===== config.mk =====
export PLATFORM = sky130hd
export DESIGN_NAME = project1_assign_statement
export DESIGN_NICKNAME = d
export VERILOG_FILES = /design/src/rtl/project1_assign_statement.sv
export SDC_FILE = /design/constraint.sdc
export NUM_CORES = 1
export LEC_CHECK = 0
export CORE_AREA = 2 2 39 41
export CTS_BUF_LIST = sky130_fd_sc_hd__clkbuf_8
export CTS_CLUSTER_DIAMETER = 150
export DETAILED_ROUTE_END_ITERATION = 10
export DIE_AREA = 0 0 41 43
export PLACE_DENSITY = 0.67
export SYNTH_ARGS = -nofsm -noshare
export SYNTH_HDL_FRONTEND = slang
export SYNTH_SLANG_ARGS = --single-unit

===== constraint.sdc =====
create_clock -name clk -period 1.8 [get_ports clk]
set_clock_uncertainty 0.05 [all_clocks]
set_input_delay 0.18 -clock clk [delete_from_list [all_inputs] [get_ports clk]]
set_output_delay 0.18 -clock clk [all_outputs]
set_load 0.01 [all_outputs]

===== src/rtl/project1_assign_statement.sv =====
// project1_assign_statement: 3-input truth-table logic cell with a registered
// copy of its output, a rising-edge pulse and a saturating toggle counter.
// The combinational result f has no dependence on clk or rst and stays valid
// while rst is asserted. The monitoring registers treat the reset value 0 as
// the previous state of f.
module project1_assign_statement #(
    parameter logic [7:0] TRUTH_TABLE = 8'hCA,  // f = TRUTH_TABLE[{x,y,z}]
    parameter int         CNT_W       = 8       // width of toggle_cnt
) (
    input  logic             clk,
    input  logic             rst,
    input  logic             x,
    input  logic             y,
    input  logic             z,
    output logic             f,
    output logic             f_q,
    output logic             f_rise,
    output logic [CNT_W-1:0] toggle_cnt
);

    logic [2:0]       tt_index;
    logic             f_toggled;
    logic             cnt_at_max;
    logic [CNT_W-1:0] cnt_next;

    // x is the MSB of the table index and z is the LSB.
    // An X or Z on any input is passed through to f without masking.
    assign tt_index = {x, y, z};
    assign f        = TRUTH_TABLE[tt_index];

    // A toggle is counted when the sampled f differs from its registered copy.
    // The counter holds once every bit is set.
    assign f_toggled  = (f != f_q);
    assign cnt_at_max = (toggle_cnt == {CNT_W{1'b1}});

    // Next counter value: advance on a toggle and saturate at all-ones.
    always_comb begin
        // NOTE: give every always_comb output a default first; a path that leaves it unassigned infers a latch.
        cnt_next = toggle_cnt;
        if (f_toggled && !cnt_at_max) begin
            cnt_next = toggle_cnt + 1'b1;
        end
    end

    // Monitoring registers. Reset is asynchronous and takes effect between edges.
    always_ff @(posedge clk or posedge rst) begin
        if (rst) begin
            f_q        <= 1'b0;
            f_rise     <= 1'b0;
            toggle_cnt <= '0;
        end else begin
            // NOTE: non-blocking assignments here make f_rise see the old f_q, not the value just written.
            f_q        <= f;
            f_rise     <= f & ~f_q;
            toggle_cnt <= cnt_next;
        end
    end

endmodule


==> impl_metrics.py <==
metrics = {
    "run_status": {
        "status": "completed",
    },
    "layout": {
        "final_area_um2": 744,
        "layout_commonest_cell": "clkdlybuf4s50_1",
        "area_growth_syn_to_layout_pct": 50.3,
        "nNetsFinal": 70,
        "diodes": 0,
        "layout_common_cells": "clkdlybuf4s50_1, dfrtp_1, xor2_1, a21oi_1, buf_4",
        "num-fill-cells": 120,
        "drive_above_1_share_pct": 24.6,
    },
    "run": {
        "maxCapViolCount": 0,
    },
    "critical_path": {
        "cp-startpoint": "z",
        "critPathKind": "input pin to flop",
        "crit_required_ns": 1.87,
        "rr_endpoint": "toggle_cnt[1]",
        "critPathArrivalTime_ns": 1.80,
        "rrSetupSlack_ns": 0.17,
        "end_kind": "flop",
        "rr_startpoint": "toggle_cnt[0]",
        "worstPathMaxFanout": 3,
        "rr_worst_depth": 4,
        "start_kind": "input pin",
    },
    "clock_network": {
        "cts_htree_levels": 1,
        "cts_tree": "done",
        "clk_latency_ns": 0.23,
        "path_clk_slew_ns": 0.05,
        "cts-root-buf": "clkbuf_8",
        "hold_buffers": 0,
        "cts_buffer_depth": 2,
        "clock_sinks": 10,
        "numCtsBuffers": 3,
    },
    "synthesis": {
        "synth_area_um2": 495,
        "ys_ff_latch": 10,
        "ys_seq_area_share_pct": 50.5,
        "ys_types": 18,
        "synthCells": 40,
        "synth_area_per_cell_um2": 12.4,
        "syn_nets": 47,
        "yosysWarnings": 0,
    },
    "placed_design": {
        "gp_congestion": 0.780,
        "numPortBuffers": 15,
        "place_area_um2": 677,
        "dp_slack_ns": -0.342,
        "dpl.hpwl_um": 652,
    },
    "drt": {
        "viasPerCell": 4.99,
        "drt-pass1-iter-count": 4,
        "wl_per_cell_um": 12.3,
        "wl_um": 949,
        "drt_iter0_drc": 6,
        "drc": 0,
        "vias": 384,
        "postRouteAntennaNets": 0,
    },
    "sta": {
        "worst_slew_pin_slew_ns": 0.371,
        "setup-violations-final": 0,
        "grt_setup_unrepaired": "no",
        "fmax_mhz": 577,
        "hold_viol": 0,
        "slew_viol_final": 0,
        "fin_hold_ws_ns": 0.168,
        "layout_setup_ws_ns": 0.0665,
        "finalCritPeriodShare_pct": 96.3,
        "slew_headroom_pct": 75.2,
        "timing.final.crit_period_ns": 1.73,
    },
    "floorplanning": {
        "die-width_um": 41,
        "core_area_um2": 1380,
        "boundaryPins": 16,
        "die_height_um": 43,
        "row_count": 14,
        "fp.dieArea_um2": 1760,
        "start_util_pct": 35.8,
    },
    "grt": {
        "grt_pass1_wl_mm": 1.56,
        "antenna_found_initial": 0,
        "grt_usage_pct": 13.9,
        "grt_max_degree": 11,
        "grt_overflow_total": 0,
        "grt_pass1_vias": 335,
    },
    "pwr": {
        "p_per_area_nw_per_um2": 1430,
        "peakVddDrop_uv": 791,
        "p_leak_uw": 0.000347,
        "totalPowerFinal_uw": 1060,
    },
    "worst_hold_path": {
        "hold_path.class": "input pin to async pin",
    },
}
## worst max-delay path, stage by stage
cell and delay, ns:
clkdlybuf4s50_1 0.40, mux2_4 0.29, ha_4 0.25, and3b_1 0.23
nand4_1 0.13, mux2_4 0.32
## cells by family (layout without fill, tap and decap cells)
logic type	count (synthesis)	in the layout	synth area share, %
flip-flops	10	10	50.5
AO/OA/AOI/OAI	6	6	8.33
XOR/XNOR	5	5	8.84
multiplexers	3	3	7.57
buffers and inverters	4	25	4.55
AND/OR/NAND/NOR	10	10	15.2
adder cells (fa/ha/maj)	2	2	5.05
## timing repair
item,4_1_cts,5_1_grt
setup buffers,1,0
resized for setup,4,0
hold endpoints to repair,0,0
setup endpoints to repair,7,0
## layout make-up
type | count | area (µm²) | area share (%)
repair buffers | 19 | 179 | 24.0
clock buffers | 3 | 41.3 | 5.55
multi-input cells | 26 | 243 | 32.6
flip-flops and latches | 10 | 250 | 33.6
inverters | 3 | 11.3 | 1.51
well taps | 16 | 20.0 | 2.69
## power by group
| part | total, µW | internal [µW] | switching [µW] |
|---|---|---|---|
| logic | 425 | 266 | 159 |
| clock network | 226 | 146 | 80.2 |
| registers | 411 | 309 | 102 |
| total | 1060 | 721 | 341 |
## cells in the mapped netlist
| cell type | number | share of area [%] |
|---|---|---|
| ha_1 | 2 | 5.0 |
| a21oi_1 | 4 | 4.0 |
| dfrtp_1 | 10 | 51 |
| nand2_1 | 2 | 1.5 |
| xor2_1 | 5 | 8.8 |
| inv_1 | 3 | 2.3 |
| and3b_1 | 1 | 1.8 |
| buf_6 | 1 | 2.3 |
| a211oi_2 | 1 | 2.5 |
| and3_2 | 1 | 1.5 |
| mux2_4 | 1 | 3.0 |
| mux2_2 | 2 | 4.5 |
| a21oi_2 | 1 | 1.8 |
| nand4_1 | 1 | 1.3 |
| and4_1 | 1 | 1.8 |
| nor3b_2 | 1 | 2.5 |
| nand2b_1 | 1 | 1.3 |
| nand4b_1 | 2 | 3.5 |
## worst max-delay path by stage
stage,end,slack [ns],cells past startpoint
after floorplan,toggle_cnt[6],0.14,5
after global placement,toggle_cnt[6],-0.33,6
after detailed placement,toggle_cnt[5],-0.34,6
after CTS,toggle_cnt[6],0.06,6
after global routing,toggle_cnt[6],0.004,6
final,toggle_cnt[6],0.07,6
## state kept, by name, indices dropped and copies added, names as in the netlist
| name | count |
|---|---|
| f_q | 1 |
| f_rise | 1 |
| toggle_cnt | 8 |
## layer usage
| metal | track usage [%] | share of wire, % |
|---|---|---|
| met3 | 7.85 | 5.8 |
| met5 | 0 | 0 |
| met1 | 20.4 | 46 |
| met2 | 16.3 | 46 |
| met4 | 6.00 | 2.5 |
## per-stage QoR
stage / util (%) / setup TNS (ns) / instances
floorplan: - / 0 / 40
global placement: 48.9 / -1.87 / 73
detailed placement: 48.9 / -2.01 / 73
CTS: 53.8 / 0 / 77
global route: 53.8 / 0 / 77
finish: 53.8 / 0 / 77
No activity file was read; power rests on OpenSTA's default activity.
==> patch (same flow settings) <==
Add an input register stage for `x`, `y` and `z`, without a reset; this delays them by one clock.
--- a/src/rtl/project1_assign_statement.sv
+++ b/src/rtl/project1_assign_statement.sv
@@ -19,4 +19,14 @@
 );
 
+    logic x_q;
+    logic y_q;
+    logic z_q;
+
+    always_ff @(posedge clk) begin
+        x_q <= x;
+        y_q <= y;
+        z_q <= z;
+    end
+
     logic [2:0]       tt_index;
     logic             f_toggled;
@@ -26,5 +36,5 @@
     // x is the MSB of the table index and z is the LSB.
     // An X or Z on any input is passed through to f without masking.
-    assign tt_index = {x, y, z};
+    assign tt_index = {x_q, y_q, z_q};
     assign f        = TRUTH_TABLE[tt_index];
 
Check against the original RTL: not equivalent (a bounded check fails within 4 cycles, from zero or initial values and one cycle with rst high).
==> patch against the original RTL <==
Count of clock-buffer cells in the layout unchanged. Die area unchanged. Sequential cell count up 1. Final area up 1.3%. Setup slack better by 77 ps. First-iteration DRC count down 17%. Routed wire length up 4.6%. Power up 5.5%. Area after synthesis up 7.3%. Critical path type is now reg2reg. Critical endpoint is now toggle_cnt[7]. Largest power group is now sequential cells.
==> patch: results (changes against the original RTL) <==
[final_layout]
drive_gt1_share_pct=12.5  ; was 24.6%
n_fill_cell=123  ; was 120
largest_reg_flops=8  ; unchanged
final_nets=72  ; was 70

[cts]
numCtsBuffers=3  ; unchanged
htreeDepth=1  ; unchanged
cts_resized=0  ; was 4
cts_root_buffer=clkbuf_8  ; unchanged
post_cts_buffers=0  ; was 1

[logic_synthesis]
synthMuxAreaShare_pct=8.94  ; was 7.58%
synth_xor_area_share_pct=1.65  ; was 8.84%
synth_compound_area_share_pct=14.8  ; was 8.33%
syn_nets=51  ; was 47
netlist_top_cells_count=dfrtp_1, inv_1, a21oi_1, nand2_1, nor2b_1  ; was dfrtp_1, xor2_1, a21oi_1
yosysUniqueCellTypes=24  ; was 18
synth-adder-area-share_pct=4.71  ; was 5.05%
ys_async_sr_fraction_pct=90.9  ; was 100%
synth_area_leaders=dfrtp_1, a41oi_4, ha_1  ; was dfrtp_1, xor2_1, ha_1
ys_seq_area_share_pct=50.8  ; was 50.5%

[route]
routed_wl_um=993  ; was 949 µm
drt_iter0_drc=5  ; was 6
vias_per_cell=5.49  ; was 4.99

[setup_path]
crit_slowest_cell=dfrtp_1  ; was clkdlybuf4s50_1
max_stage_delay_ps=340  ; was 400 ps
critical_path_arrival_ps=1730  ; was 1800 ps
worstPathMaxFanout=5  ; was 3
path_delay_family=simple AND/OR/NAND/NOR gates  ; was multiplexers

[place]
port_buffers=15  ; unchanged
place.gp.congestion=0.732  ; was 0.780

[min_path]
hold_class=in2async  ; unchanged

[grt]
grt_pass1_wl_um=1630  ; was 1560 µm
grt_pass1_vias=380  ; was 335
grt_use_total_pct=14.5  ; was 13.9%

[timing]
worst_pin_slew_ps=356  ; was 371 ps
setup_viol_count_final=0  ; unchanged

[power]
p_leak_nw=0.335  ; was 0.347 nW
ir_drop_uv=669  ; was 791 µV

[outcome]
status=completed  ; unchanged

[patch: cell types whose count changed after synthesis, sizes merged, moves of 2 or more]
cell / before / now
a21oi: 5 / 3
a41oi: 0 / 2
nor2b: 0 / 3
xor2: 5 / 1
[patch: cell families (layout without fill, tap and decap cells)]
kind of cell	count (synthesis)	in the layout
AOI/OAI and AO/OA	9	9
xor gates and xnor gates	1	1
adders and majority gates	2	2
buffers and inverters	4	24
DFF	11	11
muxes	4	4
and+or+nand+nor	13	13
[patch: layout make-up]
class	instances	share of cell area [%]
sequential	11	35.8
clock inverter	1	0.498
clock buffer	3	5.47
timing repair buffer	16	20.9
multi-input combinational	29	32.7
tap	16	2.65
inverter	4	1.99
[patch: metal layers]
metal	GRT usage (%)	vias to the layer above	part of all wire (%)
met1	17.0	216	44
met5	0	-	0
met3	3.14	4	4.7
li1	-	202	-
met4	14.0	0	4.3
met2	20.3	17	47
[patch: through the flow]
| step | std cells | setup WS (ps) | utilization, % | cell area, µm² | hold slack, ps |
|---|---|---|---|---|---|
| global route | 80 | 27.4 | 54.5 | 754 | 239 |
| detailed placement | 76 | 142 | 51.3 | 709 | 318 |
| finish | 80 | 143 | 54.5 | 754 | 186 |
| global placement | 76 | 173 | 51.3 | 709 | 312 |
| floorplan | 44 | 94.0 | - | 532 | -29.8 |
| CTS | 80 | 131 | 54.5 | 754 | 196 |
[patch: power breakdown]
group	switching [mW]	leakage, nW	total (mW)	internal (mW)
clock	0.0920	0.0269	0.242	0.150
combinational	0.171	0.177	0.422	0.250
sequential	0.130	0.131	0.457	0.327
[patch: worst paths after layout]
path | start | slack [ps] | to | cells after the start
setup / recovery | f_q | 140 | toggle_cnt[7] | 5
hold / removal | rst | 190 | toggle_cnt[6] | 2
setup reg to reg | f_q | 140 | toggle_cnt[7] | 5
hold reg to reg | f | 320 | f_q | 0
max in group asynchronous | rst | 1240 | toggle_cnt[0] | 2
min in group clk | f | 320 | f_q | 0
